`src/rtl/ac_param.sv`:
```
// Parametrised accumulator with an opcode datapath, status flags, optional signed
// saturation and a circular LIFO undo history of the last DEPTH pre-op values.
module ac_param #(
  parameter int WIDTH = 8,
  parameter int DEPTH = 4,
  parameter int SAT   = 0
) (
  input  logic                       clk,
  input  logic                       reset_n,
  input  logic                       op_valid,
  input  logic [2:0]                 op,
  input  logic [WIDTH-1:0]           Z,
  output logic [WIDTH-1:0]           AC,
  output logic                       carry,
  output logic                       overflow,
  output logic                       zero,
  output logic                       negative,
  output logic [$clog2(DEPTH+1)-1:0] hist_count,
  output logic                       err
);

  localparam int CW = $clog2(DEPTH + 1);
  localparam int PW = (DEPTH > 1) ? $clog2(DEPTH) : 1;

  localparam logic [2:0] OP_NOP  = 3'b000;
  localparam logic [2:0] OP_LOAD = 3'b001;
  localparam logic [2:0] OP_ADD  = 3'b010;
  localparam logic [2:0] OP_SUB  = 3'b011;
  localparam logic [2:0] OP_CLR  = 3'b100;
  localparam logic [2:0] OP_UNDO = 3'b101;
  localparam logic [2:0] OP_AND  = 3'b110;
  localparam logic [2:0] OP_OR   = 3'b111;

  localparam logic [WIDTH-1:0] MAX_POS = {1'b0, {(WIDTH-1){1'b1}}};
  localparam logic [WIDTH-1:0] MAX_NEG = {1'b1, {(WIDTH-1){1'b0}}};
  localparam logic [CW-1:0]    DEPTH_C = CW'(DEPTH);
  localparam logic [PW-1:0]    LAST_C  = PW'(DEPTH - 1);

  logic [WIDTH-1:0] ac_r;
  logic             carry_r;
  logic             ovf_r;
  logic             err_r;
  logic [CW-1:0]    cnt_r;
  logic [PW-1:0]    wp_r;
  logic [WIDTH-1:0] hist_r [DEPTH];

  logic [WIDTH:0]   sum_s;
  logic [WIDTH:0]   diff_s;
  logic             add_ovf_s;
  logic             sub_ovf_s;
  logic [WIDTH-1:0] sat_val_s;
  logic [PW-1:0]    wp_inc_s;
  logic [PW-1:0]    wp_dec_s;
  logic [WIDTH-1:0] ac_n_s;
  logic             carry_n_s;
  logic             ovf_n_s;
  logic             err_n_s;
  logic             push_s;
  logic             pop_s;

  assign sum_s     = {1'b0, ac_r} + {1'b0, Z};
  assign diff_s    = {1'b0, ac_r} - {1'b0, Z};
  assign add_ovf_s = (ac_r[WIDTH-1] == Z[WIDTH-1]) && (sum_s[WIDTH-1] != ac_r[WIDTH-1]);
  assign sub_ovf_s = (ac_r[WIDTH-1] != Z[WIDTH-1]) && (diff_s[WIDTH-1] != ac_r[WIDTH-1]);
  // Overflow always points away from AC's sign, so AC's sign picks the clamp value.
  assign sat_val_s = ac_r[WIDTH-1] ? MAX_NEG : MAX_POS;
  assign wp_inc_s  = (wp_r == LAST_C) ? {PW{1'b0}} : (wp_r + PW'(1));
  assign wp_dec_s  = (wp_r == {PW{1'b0}}) ? LAST_C : (wp_r - PW'(1));

  // Next accumulator, flags and history action for the sampled op.
  always_comb begin
    ac_n_s    = ac_r;
    carry_n_s = carry_r;
    ovf_n_s   = ovf_r;
    err_n_s   = 1'b0;
    push_s    = 1'b0;
    pop_s     = 1'b0;
    if (op_valid) begin
      case (op)
        OP_LOAD: begin
          ac_n_s = Z; carry_n_s = 1'b0; ovf_n_s = 1'b0; push_s = 1'b1;
        end
        OP_ADD: begin
          carry_n_s = sum_s[WIDTH];
          ovf_n_s   = add_ovf_s;
          ac_n_s    = ((SAT != 0) && add_ovf_s) ? sat_val_s : sum_s[WIDTH-1:0];
          push_s    = 1'b1;
        end
        OP_SUB: begin
          carry_n_s = diff_s[WIDTH];
          ovf_n_s   = sub_ovf_s;
          ac_n_s    = ((SAT != 0) && sub_ovf_s) ? sat_val_s : diff_s[WIDTH-1:0];
          push_s    = 1'b1;
        end
        OP_CLR: begin
          ac_n_s = {WIDTH{1'b0}}; carry_n_s = 1'b0; ovf_n_s = 1'b0; push_s = 1'b1;
        end
        OP_AND: begin
          ac_n_s = ac_r & Z; carry_n_s = 1'b0; ovf_n_s = 1'b0; push_s = 1'b1;
        end
        OP_OR: begin
          ac_n_s = ac_r | Z; carry_n_s = 1'b0; ovf_n_s = 1'b0; push_s = 1'b1;
        end
        OP_UNDO: begin
          if (cnt_r != {CW{1'b0}}) begin
            ac_n_s = hist_r[wp_dec_s]; carry_n_s = 1'b0; ovf_n_s = 1'b0; pop_s = 1'b1;
          end else begin
            err_n_s = 1'b1;
          end
        end
        OP_NOP:  begin end
        default: begin end
      endcase
    end else begin
      err_n_s = 1'b0;
    end
  end

  // State update; the write pointer wraps so a full history overwrites its oldest entry.
  always_ff @(posedge clk or negedge reset_n) begin
    if (!reset_n) begin
      ac_r    <= {WIDTH{1'b0}};
      carry_r <= 1'b0;
      ovf_r   <= 1'b0;
      err_r   <= 1'b0;
      cnt_r   <= {CW{1'b0}};
      wp_r    <= {PW{1'b0}};
      for (int i = 0; i < DEPTH; i++) hist_r[i] <= {WIDTH{1'b0}};
    end else begin
      ac_r    <= ac_n_s;
      carry_r <= carry_n_s;
      ovf_r   <= ovf_n_s;
      err_r   <= err_n_s;
      if (push_s) begin
        hist_r[wp_r] <= ac_r;
        wp_r         <= wp_inc_s;
        cnt_r        <= (cnt_r == DEPTH_C) ? cnt_r : (cnt_r + CW'(1));
      end else if (pop_s) begin
        wp_r  <= wp_dec_s;
        cnt_r <= cnt_r - CW'(1);
      end else begin
        wp_r  <= wp_r;
        cnt_r <= cnt_r;
      end
    end
  end

  assign AC         = ac_r;
  assign carry      = carry_r;
  assign overflow   = ovf_r;
  assign err        = err_r;
  assign hist_count = cnt_r;
  assign zero       = (ac_r == {WIDTH{1'b0}});
  assign negative   = ac_r[WIDTH-1];

endmodule

```
`config.mk`:
```
export PLATFORM = sky130hd
export DESIGN_NAME = ac_param
export DESIGN_NICKNAME = d
export VERILOG_FILES = /design/src/rtl/ac_param.sv
export SDC_FILE = /design/constraint.sdc
export NUM_CORES = 1
export LEC_CHECK = 0
export ABC_AREA = 1
export CAP_MARGIN = 20
export CORE_MARGIN = 1
export CORE_UTILIZATION = 45
export CTS_CLUSTER_SIZE = 12
export DETAILED_ROUTE_END_ITERATION = 10
export HOLD_SLACK_MARGIN = 0.15
export PLACE_DENSITY = 0.66
export SLEW_MARGIN = 5
export SYNTH_ARGS = -nofsm -noshare
export SYNTH_HDL_FRONTEND = slang
export SYNTH_SLANG_ARGS = --single-unit
```
`constraint.sdc`:
```
create_clock -name clk -period 1.7 [get_ports clk]
set_input_delay 0.34 -clock clk [delete_from_list [all_inputs] [get_ports clk]]
set_output_delay 0.34 -clock clk [all_outputs]
set_load 0.01 [all_outputs]
```
* Yosys cells after proc, flatten, opt, wreduce, memory -nomap -nowiden
Cells that the tools add are included.
Word-level totals: bits in registers 48, input bits 14, output and inout bits 16, word-level logic and storage cells 78
Operators by class: $add $sub $neg 6, order comparisons 3, eq/ne operators 15, muxes and demuxes 26, bitwise operators 4, reduce and logical (&&, ||, !) cells 14
Operators by type and width (number):
- 8-bit one-hot mux with 7 select lines | 1
- 32-bit bitwise mux | 1
- 8-bit two-way mux | 4
- 8-bit binary-select mux with 2-bit select | 1
- 8-bit demux with 2-bit select | 1
- 3-bit == test (second input constant) | 5
- 8-bit by 8-bit adder with 9-bit output | 1
- 1-bit two-way mux | 9
- 3-bit two-way mux | 3
- 8-bit by 8-bit subtractor with 9-bit output | 1
- 8-bit bitwise AND | 1
- 8-bit logical NOT | 1
- 2-bit two-way mux | 4
- 8-bit OR | 1
- 1-bit one-hot mux with 4 select lines | 2
- 7-bit nonzero test | 1
- 3-bit by 2-bit == test with 1-bit output (second input constant) | 2
- 3-bit greater-or-equal comparator (second input constant) | 2
- 2-bit NOT with 3-bit output | 2
- 3-bit AND reduction | 2
- 6-bit OR reduction | 1
- 2-bit != test (second input constant) | 2
- 4-bit nonzero test | 1
- 4-bit OR reduction | 1
- other kinds (14) | 18

* Logic depth before layout (Yosys ltp)
Gate-level depths: netlist of run 1.
depth after elaboration 8, gate-level depth with buffers 14, gate-level depth less buffers 13

* Least setup slack after synthesis of run 1
Ideal clock, no wire load.
path type reg-to-reg, from register ac_r[6], in the netlist AC[6], to register ovf_r, in the netlist overflow, setup time 0.116 ns, arrival 1.715 ns, data required time 1.584 ns, slack -0.132 ns, stages on the path, launching flop included 15, buffers on the path 1, period minus slack after synthesis 1.832 ns, cell sequence dfrtp_1 > inv_1 > ha_1 > buf_2 > inv_1 > nand2_1 > nand2_1 > a21oi_1 > nand2_1 > nand2_1 > nand2_1 > nand2_1 > nand2_1 > nand2_1 > nand2_1
Between the ends: cells in the longest elaborated chain, start to end 4, elaborated cells on any way between the ends 7, classes of those cells 2 x add/sub; 2 x eq/ne; 1 x mux; 2 x reduce/logical
RTL lines:
- start: declaration | RTL line 39 | logic [WIDTH-1:0] ac_r;
- start signal: assignment | RTL line 122 | ac_r <= {WIDTH{1'b0}};
- start signal: assignment | RTL line 130 | ac_r <= ac_n_s;
- 8-bit by 8-bit subtractor with 9-bit output / 8-bit by 8-bit adder with 9-bit output (equally long branches) | RTL line 62, 61
- 1-bit != test (on tied branches) | RTL line 64, 63
- 1-bit logical AND (on tied branches) | RTL line 64, 63
- 1-bit one-hot mux with 4 select lines (*) | RTL line 79 | case (op)
- end signal: assignment | RTL line 132 | ovf_r <= ovf_n_s;
- end: declaration | RTL line 41 | logic ovf_r;
Mark *: on every way between the ends. The rest lies on a longest branch, timed or not. A chain may end at the register's enable or synchronous reset.

* Final worst setup path of run 1
from register ac_r[0], in the netlist AC[0], to register ac_r[2], in the netlist AC[2]
Between the ends: cells in the longest elaborated chain, start to end 2, elaborated cells on any way between the ends 3, classes of those cells 2 x add/sub; 1 x mux
RTL lines (RTL line):
- 8-bit by 8-bit subtractor with 9-bit output / 8-bit by 8-bit adder with 9-bit output (equally long branches) | 62, 61
- 8-bit one-hot mux with 7 select lines (*) | 79
Marks and branches as above.

==> results.toml, run 1 <==
[run_status]
status = "complete, but fails checks"
failed_checks = "negative setup slack"

[floorplanning]
dieArea_sq_um = 8410
start_util = 0.466
num_rows = 32
io_pins = 30
fp.dieW_microns = 91.7
fp.dieH_microns = 91.7
core-area_sq_um = 7770

[synth]
yosysSeqAreaShare = 0.332
synth_nets = 532
syn_area_sq_um = 3620
yosys_warnings = 0
ys_async_sr_fraction = 1.00
avgSynthCellArea_sq_um = 7.45
synth_edf_count = 0
ys.flop_type = "dfrtp_1"
synth_seq_cells = 48
yosysUniqueCellTypes = 32
synth_cells = 486

[worst_setup_path]
cp_common_cell = "inv_2"
reg2reg_depth = 9
cp_slowest_cell = "dfrtp_2"
timing.rr.start = "AC[0]"
critPathMaxStageDelay_ns = 0.45
crit_path_end_kind = "flop"
cp-start-kind = "flop"
crit_buf_inv = 2
cp.depth = 9
startpoint = "AC[0]"
crit_chain = "inv_2 -> ha_4 -> inv_2 -> fa_2 -> xnor2_1 -> a21oi_1 -> nand3_1 -> nand2_1 -> o21ai_1"
critPathKind = "reg2reg"
crit_path_max_fanout = 3
critPathTopFamily = "adder cells"
arrival_ns = 1.99
cp.required_ns = 1.89

[run]
cap_violations = 0

[cells_and_area]
drive_above_1_share = 0.393
nNetsFinal = 651
layout_commonest_cell = "nand2_1"
instances_no_fill = 707
antennaDiodeCount = 0
syn_to_final_growth_pct = 44.5
layout_common_cells = "nand2_1, buf_4, dfrtp_1, inv_1, nand3_1"
fillers = 674

[clock_tree]
cts.sinks = 48
cts_max_level = 2
clock_tree.root_cell = "clkbuf_8"
tritoncts = "done"
cts_buffers = 5
path_clk_slew_ns = 0.09
clk_path_buf_depth = 2
clk-insertion-delay-late_ns = 0.30

[pwr]
peakVddDrop_v = 0.000689
p_leak_nw = 2.68
powerDensity_nw_per_um2 = 1450
finalPower_mw = 7.58

[detailed_routing]
vias = 3695
antenna_left = 0
wl_per_cell_microns = 15.2
drc = 0
viasPerCell = 5.23
dr.pass1.iters = 5
postRouteWirelength_mm = 10.7
drt_iter0_markers = 167

[place]
finalWeightedCongestion = 0.887
dp_cells = 686
hpwl_mm = 7.68
io_buffers = 29

[sta]
post-route-period-util = 1.06
timing.fmax_mhz = 557
finalHoldViolCount = 0
setup_viol = 8
tightest_slew_ns = 0.350
skew_ns = 0.00592
drv_slew = 0
final.setup.worst_slack_ns = -0.0955
relSlewSlack = 0.765
finalCriticalPeriod_ns = 1.80
rsz0062_at_grt = "true"

[global_route]
grt_max_degree = 31
overflow = 0
grt_pass1_vias = 3616
grt_pass1_wl_mm = 17.4
grt.total_usage = 0.260
antenna_found_initial = 0

[min_path]
worstHoldPathType = "in2async"
==> flip-flops by register name, indices dropped and copies added (netlist names) <==
register	cells
AC	8
carry	1
err	1
hist_count	3
hist_r	32
overflow	1
wp_r	2
==> cells by family after synthesis <==
| logic type | Yosys count | share of synthesized area |
|---|---|---|
| xor gates and xnor gates | 2 | 0.00484 |
| adders and majority gates | 32 | 0.117 |
| and+or+nand+nor | 236 | 0.292 |
| buffers and inverters | 78 | 0.0999 |
| AOI/OAI and AO/OA | 90 | 0.155 |
| DFF | 48 | 0.332 |
==> worst reg2reg max path, stage by stage (launching register included) <==
cell and delay [ns]:
dfrtp_2 0.45, inv_2 0.09, ha_4 0.16, inv_2 0.04, fa_2 0.37, xnor2_1 0.17
a21oi_1 0.19, nand3_1 0.11, nand2_1 0.06, o21ai_1 0.06
==> cells in the mapped netlist, types with 4 or more instances <==
master,count,area [sq um]
nand2_4,6,67.6
inv_1,59,221
nand2_1,140,526
nor2_2,4,25.0
ha_1,29,363
nand3_1,43,215
a21oi_1,27,135
buf_2,6,30.0
nor2_1,17,63.8
o21ai_1,15,75.1
nand4_1,9,56.3
nor3_1,6,30.0
nand2_2,7,43.8
o21ai_2,19,166
o21ai_0,20,100
buf_6,5,56.3
dfrtp_1,48,1200
==> area by class of cell <==
type,count,area (sq um),share of cell area
flip-flops and latches,48,1210,0.231
inverters,64,256,0.0490
repair buffers,125,1060,0.203
multi-input cells,361,2450,0.468
clock buffers,5,68.8,0.0131
well taps,102,128,0.0244
clock inverters,2,60.1,0.0115
==> per-layer routing <==
| layer | GRT usage | share of wire |
|---|---|---|
| met5 | 0 | 0 |
| met4 | 0.0690 | 0.018 |
| met3 | 0.0299 | 0.032 |
| met2 | 0.452 | 0.50 |
| met1 | 0.342 | 0.45 |
==> metrics by stage <==
step           worst slack (ns)  instance area (sq um)  hold WS [ns]  setup TNS (ns)  utilization
2_1_floorplan           -0.0421                   3650        0.0444         -0.0605            -
3_3_place_gp             -0.550                   4600         0.224          -10.61        0.592
3_5_place_dp             -0.561                   4600         0.225          -11.38        0.592
4_1_cts                 -0.0298                   4880         0.440         -0.0520        0.628
5_1_grt                  -0.199                   5230         0.446           -1.33        0.674
6_report                -0.0955                   5230         0.429          -0.313        0.674
==> power by group <==
| group | internal (mW) | switching, mW | leakage [nW] | total, mW |
|---|---|---|---|---|
| registers | 1.61 | 0.291 | 0.607 | 1.90 |
| clock network | 0.579 | 0.391 | 0.0642 | 0.970 |
| logic | 2.11 | 2.60 | 2.01 | 4.71 |
| total | 4.30 | 3.28 | 2.68 | 7.58 |
==> final timing paths <==
| kind | endpoint | slack (ns) |
|---|---|---|
| worst min register to register | overflow | 0.48 |
| worst min-delay path | hist_count[2] | 0.43 |
| worst max register to register | AC[2] | -0.1 |
| worst max-delay path | AC[2] | -0.1 |
| min in group clk | overflow | 0.48 |
| max in group asynchronous | AC[6] | 0.81 |
==> what timing repair did <==
action / CTS / global route
hold buffers: 1 / 0
endpoints found under the setup margin: 12 / 23
pin swaps: 15 / 40
gates cloned: 0 / 1
buffers inserted: 3 / 11
resized for setup: 44 / 85
endpoints found under the hold margin: 7 / 0
Power figures use the tool's default switching activity.
==> run 2, diff against run 1 <==
GPL_TIMING_DRIVEN = 0   (was default)
==> results.toml, run 2 (synthesis gave the netlist of run 1 again) <==
[place]
hpwl_mm = 6.95
io_buffers = 29
dp_slack_ns = -0.702
finalWeightedCongestion = 0.857

[clock_tree]
clk_path_buf_depth = 2
path_clk_slew_ns = 0.09
cts.sinks = 48
clock_tree.root_cell = "clkbuf_8"
tritoncts = "done"
cts_buffers = 5
cts_max_level = 2
clk-insertion-delay-late_ns = 0.32

[sta]
finalHoldViolCount = 0
post-route-period-util = 1.09
setup_viol = 9
timing.fmax_mhz = 538
fin_setup_tns_ns = -0.772
tightest_slew_ns = 0.573
skew_ns = 0.0193
final.setup.worst_slack_ns = -0.159
drv_slew = 0
finalCriticalPeriod_ns = 1.86
relSlewSlack = 0.617
rsz0062_at_grt = "true"

[global_route]
overflow = 0
grt_max_degree = 29
grt.total_usage = 0.240
grt_pass1_wl_mm = 16.1
antenna_found_initial = 0
grt_pass1_vias = 3313

[floorplanning]
fp.dieH_microns = 91.7
io_pins = 30
fp.dieW_microns = 91.7
core-area_sq_um = 7770
start_util = 0.466
num_rows = 32
dieArea_sq_um = 8410

[run_status]
failed_checks = "negative setup slack"
status = "complete, but fails checks"

[detailed_routing]
postRouteWirelength_mm = 9.97
vias = 3508
antenna_left = 0
drc = 0
dr.pass1.iters = 5
viasPerCell = 5.26
drt_iter0_markers = 133
wl_per_cell_microns = 15.0

[cells_and_area]
multi_input_area_sq_um = 2360
nNetsFinal = 610
ff_latch_area_sq_um = 1210
largest_register_ffs = 32
layout_commonest_cell = "nand2_1"
fillers = 710
antennaDiodeCount = 0
layout_common_cells = "nand2_1, buf_4, dfrtp_1, inv_1, nand3_1"
syn_to_final_growth_pct = 33.7
top_register = "hist_r"
drive_above_1_share = 0.336

[worst_setup_path]
cp_common_cell = "nand2_2"
critPathKind = "reg2reg"
arrival_ns = 2.07
crit_chain = "ha_2 -> inv_2 -> fa_2 -> inv_2 -> nand3_2 -> nand2_2 -> nand2_2 -> nand2_2 -> nand2_2 -> nand3_2 -> nand3_2 -> nand2_1 -> nand2_1"
crit_path_max_fanout = 4
cp_slowest_cell = "dfrtp_1"
cp-start-kind = "flop"
cp.required_ns = 1.91
critPathMaxStageDelay_ns = 0.43
crit_path_end_kind = "flop"
reg2reg_depth = 13

[min_path]
worstHoldPathType = "reg2reg"
whs_path_depth = 2

[pwr]
p_leak_nw = 2.39
powerDensity_nw_per_um2 = 1500
peakVddDrop_v = 0.000596

[run]
cap_violations = 0
run 2: cell count changes in the layout (fill, tap and decap cells not counted), sizes merged:
cell,before,now
bufinv,2,1
dlygate4sd2,8,12
dlymetal6s2s,11,2
inv,62,61
buf,97,56
clkinvlp,1,3
clkbuf,5,6
clkinv,1,2
clkdlybuf4s50,8,12
run 2: cell type report:
| cell class | instances | area share |
|---|---|---|
| Multi-Input combinational cell | 361 | 0.487 |
| Sequential cell | 48 | 0.251 |
| Timing Repair Buffer | 72 | 0.127 |
| Inverter | 64 | 0.0600 |
| Tap cell | 102 | 0.0264 |
| Buffer | 12 | 0.0251 |
| Clock buffer | 5 | 0.0142 |
| Clock inverter | 3 | 0.00957 |
run 2: per-stage QoR:
step	hold WS [ns]	power, mW	instance area, sq um	std cells	util
final	0.483	7.27	4840	667	0.623
after global routing	0.508	7.80	4840	667	0.623
after CTS	0.489	6.76	4570	651	0.588
after detailed placement	0.345	5.27	4080	618	0.525
after global placement	0.465	5.18	4070	617	0.523
after floorplan	0.0444	4.27	3650	486	-
run 2: path summary, 6_finish.rpt:
| kind | endpoint | startpoint | slack, ns |
|---|---|---|---|
| worst max register to register | AC[6] | AC[0] | -0.16 |
| min in group asynchronous | hist_r[9] | reset_n | 0.51 |
| max in group asynchronous | AC[7] | reset_n | 0.64 |
| worst max-delay path | AC[6] | AC[0] | -0.16 |
| worst min-delay path | overflow | overflow | 0.48 |
| worst min register to register | overflow | overflow | 0.48 |
run 2: critical path: cells and delay by family (launching register included):
kind,cells,cell delay [ns]
adder cells (fa/ha/maj),2,0.58
flip-flops,1,0.43
AND/OR/NAND/NOR,9,0.64
buffers and inverters,2,0.12
run 2: per-layer routing:
metal  routed length, microns  global-route usage  vias to the layer above
met5                        0                   0                        -
met4                      140              0.0638                        0
met3                      460              0.0323                       15
met2                     4910               0.410                       90
met1                     4460               0.318                     1671
li1                         -                   -                     1732
run 2: where the power goes:
| part | internal (mW) | switching [mW] |
|---|---|---|
| clock | 0.444 | 0.430 |
| sequential | 1.61 | 0.343 |
| combinational | 1.92 | 2.52 |
run 2: what timing repair did:
action                                 in CTS  in global routing
setup buffers                              24                 15
gates resized for setup                    83                 47
endpoints found under the hold margin      20                  0
gates cloned                                2                  1
setup endpoints to repair                  19                 14
pin swaps                                  24                 27
hold buffers                                1                  0
